<file path="config.mk">
export PLATFORM = sky130hd
export DESIGN_NAME = id_hazard_unit
export DESIGN_NICKNAME = d
export VERILOG_FILES = /design/src/rtl/id_hazard_unit.sv
export SDC_FILE = /design/constraint.sdc
export NUM_CORES = 1
export LEC_CHECK = 0
export ABC_AREA = 1
export BUFFER_PORTS_ARGS = -buffer_cell sky130_fd_sc_hd__clkbuf_2
export CORE_ASPECT_RATIO = 0.5
export CORE_MARGIN = 2
export CORE_UTILIZATION = 52
export CTS_BUF_LIST = sky130_fd_sc_hd__clkbuf_2 sky130_fd_sc_hd__clkbuf_4 sky130_fd_sc_hd__clkbuf_8
export CTS_CLUSTER_DIAMETER = 60
export DETAILED_ROUTE_END_ITERATION = 12
export PLACE_DENSITY = 0.81
export SLEW_MARGIN = 30
export SYNTH_ARGS = -nofsm -noshare
export SYNTH_HDL_FRONTEND = slang
export SYNTH_SLANG_ARGS = --single-unit
</file>
<file path="constraint.sdc">
create_clock -name clk -period 1.6 [get_ports clk]
set_input_delay 0.32 -clock clk [delete_from_list [all_inputs] [get_ports clk]]
set_output_delay 0.32 -clock clk [all_outputs]
set_load 0.05 [all_outputs]
</file>
<file path="src/rtl/id_hazard_unit.sv">
// Purpose : ID-stage hazard detection with a scoreboard of in-flight GPR/HI-LO writers and forward selection.
// Latency : stallreq and fwd_sel are combinational from ID inputs and scoreboard state (zero cycles).
// Backpr. : stallreq holds ID/IF and bubbles EX; the scoreboard only moves when pipe_adv is high.
//
// Ports:
//   clk, resetn            clock, asynchronous active-low reset
//   id_valid, pipe_adv     ID holds an instruction / downstream pipeline advances this cycle
//   flush                  kill the ID instruction (no stall, bubble enters EX)
//   src_addr, src_used     NUM_SRC packed 5-bit source registers and their read enables
//   dst_we/addr/is_load    GPR write of the ID instruction
//   hilo_rd, hilo_we       HI/LO read/write of the ID instruction
//   muldiv_busy            multi-cycle mult/div unit in EX is busy
//   stallreq               hazard stall request
//   fwd_sel                per source: 0 = regfile, k+1 = forward from stage k (0 = EX)
//   stall_cnt              stall-cycle counter; built only with ID_HAZARD_PERF_EN, else tied to 0
module id_hazard_unit #(
    parameter int NSTAGE   = 3,
    parameter int NUM_SRC  = 2,
    parameter int LOAD_LAT = 1,
    localparam int FWD_W   = $clog2(NSTAGE + 1)
) (
    input  logic                     clk,
    input  logic                     resetn,
    input  logic                     id_valid,
    input  logic                     pipe_adv,
    input  logic                     flush,
    input  logic [NUM_SRC*5-1:0]     src_addr,
    input  logic [NUM_SRC-1:0]       src_used,
    input  logic                     dst_we,
    input  logic [4:0]               dst_addr,
    input  logic                     dst_is_load,
    input  logic                     hilo_rd,
    input  logic                     hilo_we,
    input  logic                     muldiv_busy,
    output logic                     stallreq,
    output logic [NUM_SRC*FWD_W-1:0] fwd_sel,
    output logic [31:0]              stall_cnt
);

    typedef struct packed {
        logic       valid;
        logic       we;
        logic [4:0] addr;
        logic       is_load;
        logic       hilo_we;
    } sb_entry_t;

    // sb[0] is the youngest in-flight instruction (EX), sb[NSTAGE-1] the oldest (WB).
    sb_entry_t sb [NSTAGE];
    sb_entry_t new_entry;

    logic load_hazard;
    logic hilo_pending;
    logic hilo_hazard;

    // Entry captured into EX on advance. Stalled or flushed instructions enter
    // as an all-zero bubble so stale fields can never produce a match.
    always_comb begin
        new_entry = '0;
        if (id_valid && !stallreq && !flush) begin
            new_entry.valid   = 1'b1;
            new_entry.we      = dst_we;
            new_entry.addr    = dst_addr;
            new_entry.is_load = dst_is_load;
            new_entry.hilo_we = hilo_we;
        end
    end

    always_ff @(posedge clk or negedge resetn) begin
        if (!resetn) begin
            for (int k = 0; k < NSTAGE; k++) begin
                sb[k] <= '0;
            end
        end else if (pipe_adv) begin
            sb[0] <= new_entry;
            for (int k = 1; k < NSTAGE; k++) begin
                sb[k] <= sb[k-1];
            end
        end
    end

    // Forward select: scan oldest to youngest so the youngest match is the
    // last one written. The load-use check follows the same youngest match,
    // since an older load shadowed by a younger ALU writer is not a hazard.
    always_comb begin
        fwd_sel     = '0;
        load_hazard = 1'b0;
        for (int i = 0; i < NUM_SRC; i++) begin
            logic youngest_is_early_load;
            youngest_is_early_load = 1'b0;
            for (int k = NSTAGE - 1; k >= 0; k--) begin
                if (src_used[i] && (src_addr[5*i +: 5] != 5'd0) &&
                    sb[k].valid && sb[k].we && (sb[k].addr == src_addr[5*i +: 5])) begin
                    fwd_sel[FWD_W*i +: FWD_W] = FWD_W'(k + 1);
                    youngest_is_early_load    = sb[k].is_load && (k < LOAD_LAT);
                end
            end
            load_hazard = load_hazard | youngest_is_early_load;
        end
    end

    always_comb begin
        hilo_pending = 1'b0;
        for (int k = 0; k < NSTAGE; k++) begin
            hilo_pending = hilo_pending | (sb[k].valid & sb[k].hilo_we);
        end
    end

    assign hilo_hazard = hilo_rd & (muldiv_busy | hilo_pending);

    // resetn gates the request so a stall drops the instant reset asserts,
    // even if muldiv_busy is still high.
    assign stallreq = resetn & id_valid & ~flush & (load_hazard | hilo_hazard);

`ifdef ID_HAZARD_PERF_EN
    logic [31:0] stall_cnt_q;

    always_ff @(posedge clk or negedge resetn) begin
        if (!resetn) begin
            stall_cnt_q <= '0;
        end else if (stallreq && (stall_cnt_q != 32'hFFFF_FFFF)) begin
            stall_cnt_q <= stall_cnt_q + 32'd1;
        end
    end

    assign stall_cnt = stall_cnt_q;
`else
    assign stall_cnt = '0;
`endif

endmodule
</file>
======== After elaboration in Yosys (flattened, before gate mapping) ========
Cells that the tools add are included.
word-level totals
  word-level logic and storage cells ...... 67
  input port bits ......................... 27
  register bits ........................... 25
  output and inout bits ................... 37
operators by class
  bitwise logic cells ..................... 13
  reduce and logical (&&, ||, !) cells .... 26
  equality and inequality tests ........... 6
  muxes and demuxes ....................... 9
operators by type and width
  cell                 count
  $eq A5 B5 Y1         6
  $logic_and A1 B1 Y1  22
  $mux W2              6
  $reduce_bool A5 Y1   2
  $mux W9              1
  $and A1 B1 Y1        7
  $or A1 B1 Y1         5
  $logic_not A1 Y1     2
  $mux W1              2
  $not A1 Y1           1

======== Depth between registers and ports, before layout ========
  depth after elaboration ................. 13
  gate-level depth with buffers ........... 11
  mapped depth without buffers ............ 11

======== Worst setup path before layout ========
Ideal clock, no wire load.
  kind .................................... register to output
  from .................................... register sb[3] in the netlist's numbering
  to ...................................... output port fwd_sel[1]
  path slack .............................. -0.718 ns
  cell stages (with the launch flop) ...... 7
  data arrival time ....................... 1.998 ns
  data required time ...................... 1.280 ns
  buffers on the path ..................... 0
  cells stage by stage .................... dfrtp_1 -> inv_1 -> nand2_1 -> nand2_1 -> nor4_1 -> nand4_1 -> a21boi_0
between the ends
  cells in the longest elaborated chain, start to end .. 5
RTL lines
  element                           RTL line  RTL
  start: declaration                49        sb_entry_t sb [NSTAGE];
  start signal: indexed assignment  77        sb[k] <= sb[k-1];
  $eq A5 B5 Y1                      93        sb[k].valid && sb[k].we && (sb[k].addr == src_addr[5*i +: 5])) begin
  $logic_and A1 B1 Y1               93
  $mux W2 (3 in series)             92        if (src_used[i] && (src_addr[5*i +: 5] != 5'd0) &&
  end: declaration                  36        output logic [NUM_SRC*FWD_W-1:0] fwd_sel,
No other way between the ends.

======== Final worst setup path ========
  from .................................... register sb[6] in the netlist's numbering
  to ...................................... output port fwd_sel[1]
The elaborated chain is that of the path after synthesis.

==> summary.md <==
| Metric | Value |
|---|---|
| H-tree Lvls | 1 |
| Largest net degree at the start of global routing | 26 |
| Die area | 4050 µm² |
| Critical Path AT | 1740 ps |
| Mux contribution to synthesized area | 0 |
| Vias per cell | 4.79 |
| Via count | 1828 |
| Skew final | 2.36 ps |
| Leakage power | 1.34 nW |
| CTS tree | done |
| R2R setup slack | 50 ps |
| Post-Synthesis Cell Area | 1830 µm² |
| Worst-Skew Late Latency | 280 ps |
| FP Rows | 15 |
| Top reg by flops | sb |
| Height of the die | 46.0 µm |
| Pwr Density | 695 nW/µm² |
| Post-synthesis cell type count | 27 |
| Final hold slack | 45.2 ps |
| Int Pwr | 1.03 mW |
| Final worst slack | -457 ps |
| Status | finished, violations left |
| Synth Area in Simple Gates | 0.317 |
| Total negative setup slack | -2100 ps |
| Layout cells sized above 1 | 0.314 |
| Max reg flops | 25 |
| Worst Hold Class | in2async |
| Multi-input gate area | 1030 µm² |
| Critical path endpoint category | primary output |
| Register area share after synthesis | 0.341 |
| Clk pwr share | 0.250 |
| Post-DP HPWL | 3430 µm |
| Post-synthesis xor/xnor area fraction | 0.0668 |
| R2R cell count | 12 |
| Total iterations of the first detailed-routing run | 5 |
| Slew Limit Headroom | 0.602 |
| Data required time of the worst path | 1280 ps |
| Post-layout util | 0.705 |
| # DRC | 0 |
| FMAX | 0.486 GHz |
| Clock sinks | 25 |
| Final Setup Violations | 5 |
| Combinational share of power | 0.319 |
| Iteration-0 DRC Markers | 140 |
| Filler cell count | 285 |
| Clk root buf | clkbuf_8 |
| Drt total wl | 4730 µm |
| Die Wd | 88.0 µm |
| Gr usage total | 0.250 |
| Num CTS Buffers | 3 |
| Layout area overhead | 30.5% |
| Crit Path Category | reg2out |
| Nets | 359 |
| Max-slew violations | 0 |
| Biggest regs | sb (25) |
| Antenna violations before repair | 0 |
| Worst R2R End | sb[20]$_DFFE_PN0P_ |
| Psw | 639 µW |
| Antenna diodes | 0 |
| Main combinational cell family by area after synthesis | simple AND/OR/NAND/NOR gates |
| Hold Vio Cnt, Final | 0 |
| Tightest Pin Transition | 594 ps |
| First-pass GRT wire length | 7460 µm |
| DRT antenna net count | 0 |
| Core area | 3400 µm² |
| Compound-cell area share of the yosys netlist | 0.0689 |
| Placer Congestion | 0.918 |
| Port bufs | 31 |
| Crit-path max FO | 2 |
| Starting Density | 0.540 |
| Period utilisation layout | 1.29 |
| Max-cap viol count | 0 |
| FF/Latch Area | 628 µm² |
| CTS max path bufs | 2 |
| Clk slew on worst S/H paths | 100 ps |
| Gr ovfl total | 0 |
| Commonest non-fill, non-tap cell in the layout | nand2_1 |
| Drt wl/cell | 12.4 µm |
| Tmin final | 2060 ps |
| Yosys warns | 0 |
| Num ports | 64 |
| Syn_area_per_cell | 6.95 µm² |
| RSZ-0062 raised after global routing | true |
| FF+latch count, synth | 25 |
| Sequential power share | 0.431 |
| Critical Path Start Type | flip-flop |
| Failing checks | negative setup slack |
| Sw Share | 0.384 |
| Most frequent cells in the layout | 84 x nand2_1, 33 x buf_4, 32 x conb_1, 26 x clkbuf_2, 23 x dfrtp_1 |
| Max VDD drop | 0.000581 V |
| Reg2reg start | sb[21]$_DFFE_PN0P_ |
| Post-Synthesis Cells | 264 |
| Vias in the first global route | 1597 |
| Hold_buf cts | 0 |
| Adder-Cell Fraction of Synth Area | 0 |
==> power by group through the flow <==
stage | registers, mW | logic, mW | clock network (mW)
floorplan | 0.721 | 0.389 | 0
global placement | 0.724 | 0.485 | 0
CTS | 0.716 | 0.502 | 0.422
global route | 0.723 | 0.573 | 0.447
finish | 0.717 | 0.532 | 0.416
detailed placement | 0.727 | 0.489 | 0
==> logic make-up after synthesis <==
| group | Yosys count |
|---|---|
| compound gates | 23 |
| simple gates | 138 |
| flops | 25 |
| xor+xnor | 14 |
| buf+inv | 63 |
| other cells | 1 |
==> worst max-delay path by stage <==
stage	cells past startpoint	slack, ps	end	startpoint
after global routing	6	-540	fwd_sel[1]	sb[6]$_DFFE_PN0P_
after CTS	6	-440	fwd_sel[1]	sb[6]$_DFFE_PN0P_
after floorplan	4	-100	fwd_sel[3]	sb[15]$_DFFE_PN0P_
after global placement	10	-260	fwd_sel[3]	src_addr[8]
after detailed placement	8	-310	fwd_sel[0]	src_addr[1]
final	6	-460	fwd_sel[1]	sb[6]$_DFFE_PN0P_
==> synth_stat cells (all sizes together) <==
cell type	number	area, µm²
a21boi	1	7.51
a21oi	4	20.0
a31o	1	8.76
buf	33	251
clkbuf	3	21.3
conb	1	3.75
dfrtp	25	626
inv	27	101
nand2	92	355
nand3	16	85.1
nand4	4	25.0
nor2	20	75.1
nor3	3	15.0
nor3b	2	20.0
nor4	1	6.26
o211ai	1	7.51
o21ai	14	70.1
o22ai	2	12.5
xnor2	2	17.5
xor2	12	105
==> stage by stage <==
stage	instances	power [mW]	area [µm²]	setup WS (ps)
finish	382	1.66	2390	-457
floorplan	295	1.11	1980	-95.9
global route	382	1.74	2390	-541
detailed placement	372	1.22	2190	-306
CTS	379	1.64	2320	-444
global placement	372	1.21	2190	-261
==> routing by layer <==
metal  wire [µm]  global-route usage  vias to the layer above
met2        2200               0.409                       92
met5           0                   0                        -
met4          48              0.0646                        0
met3         376              0.0616                        6
met1        2110               0.337                      839
li1            -                   -                      891
==> area by class of cell <==
class | count | area share
clock inverters | 1 | 0.00366
flip-flops and latches | 25 | 0.262
repair buffers | 68 | 0.214
clock buffers | 3 | 0.0173
well taps | 51 | 0.0267
inverters | 27 | 0.0439
multi-input cells | 207 | 0.432
==> critical path, cell delays in order (launching register included) <==
cell	delay (ps)
dfrtp_1	430
xor2_2	170
nor4_2	260
nand4_1	130
buf_6	160
a21boi_4	160
buf_12	150
==> what timing repair did <==
item / CTS / global route
endpoints found under the setup margin: 5 / 14
gates resized for setup: 17 / 17
cloned: 0 / 1
pin swaps: 7 / 11
buffers inserted: 3 / 2
No activity file was read; power rests on OpenSTA's default activity.
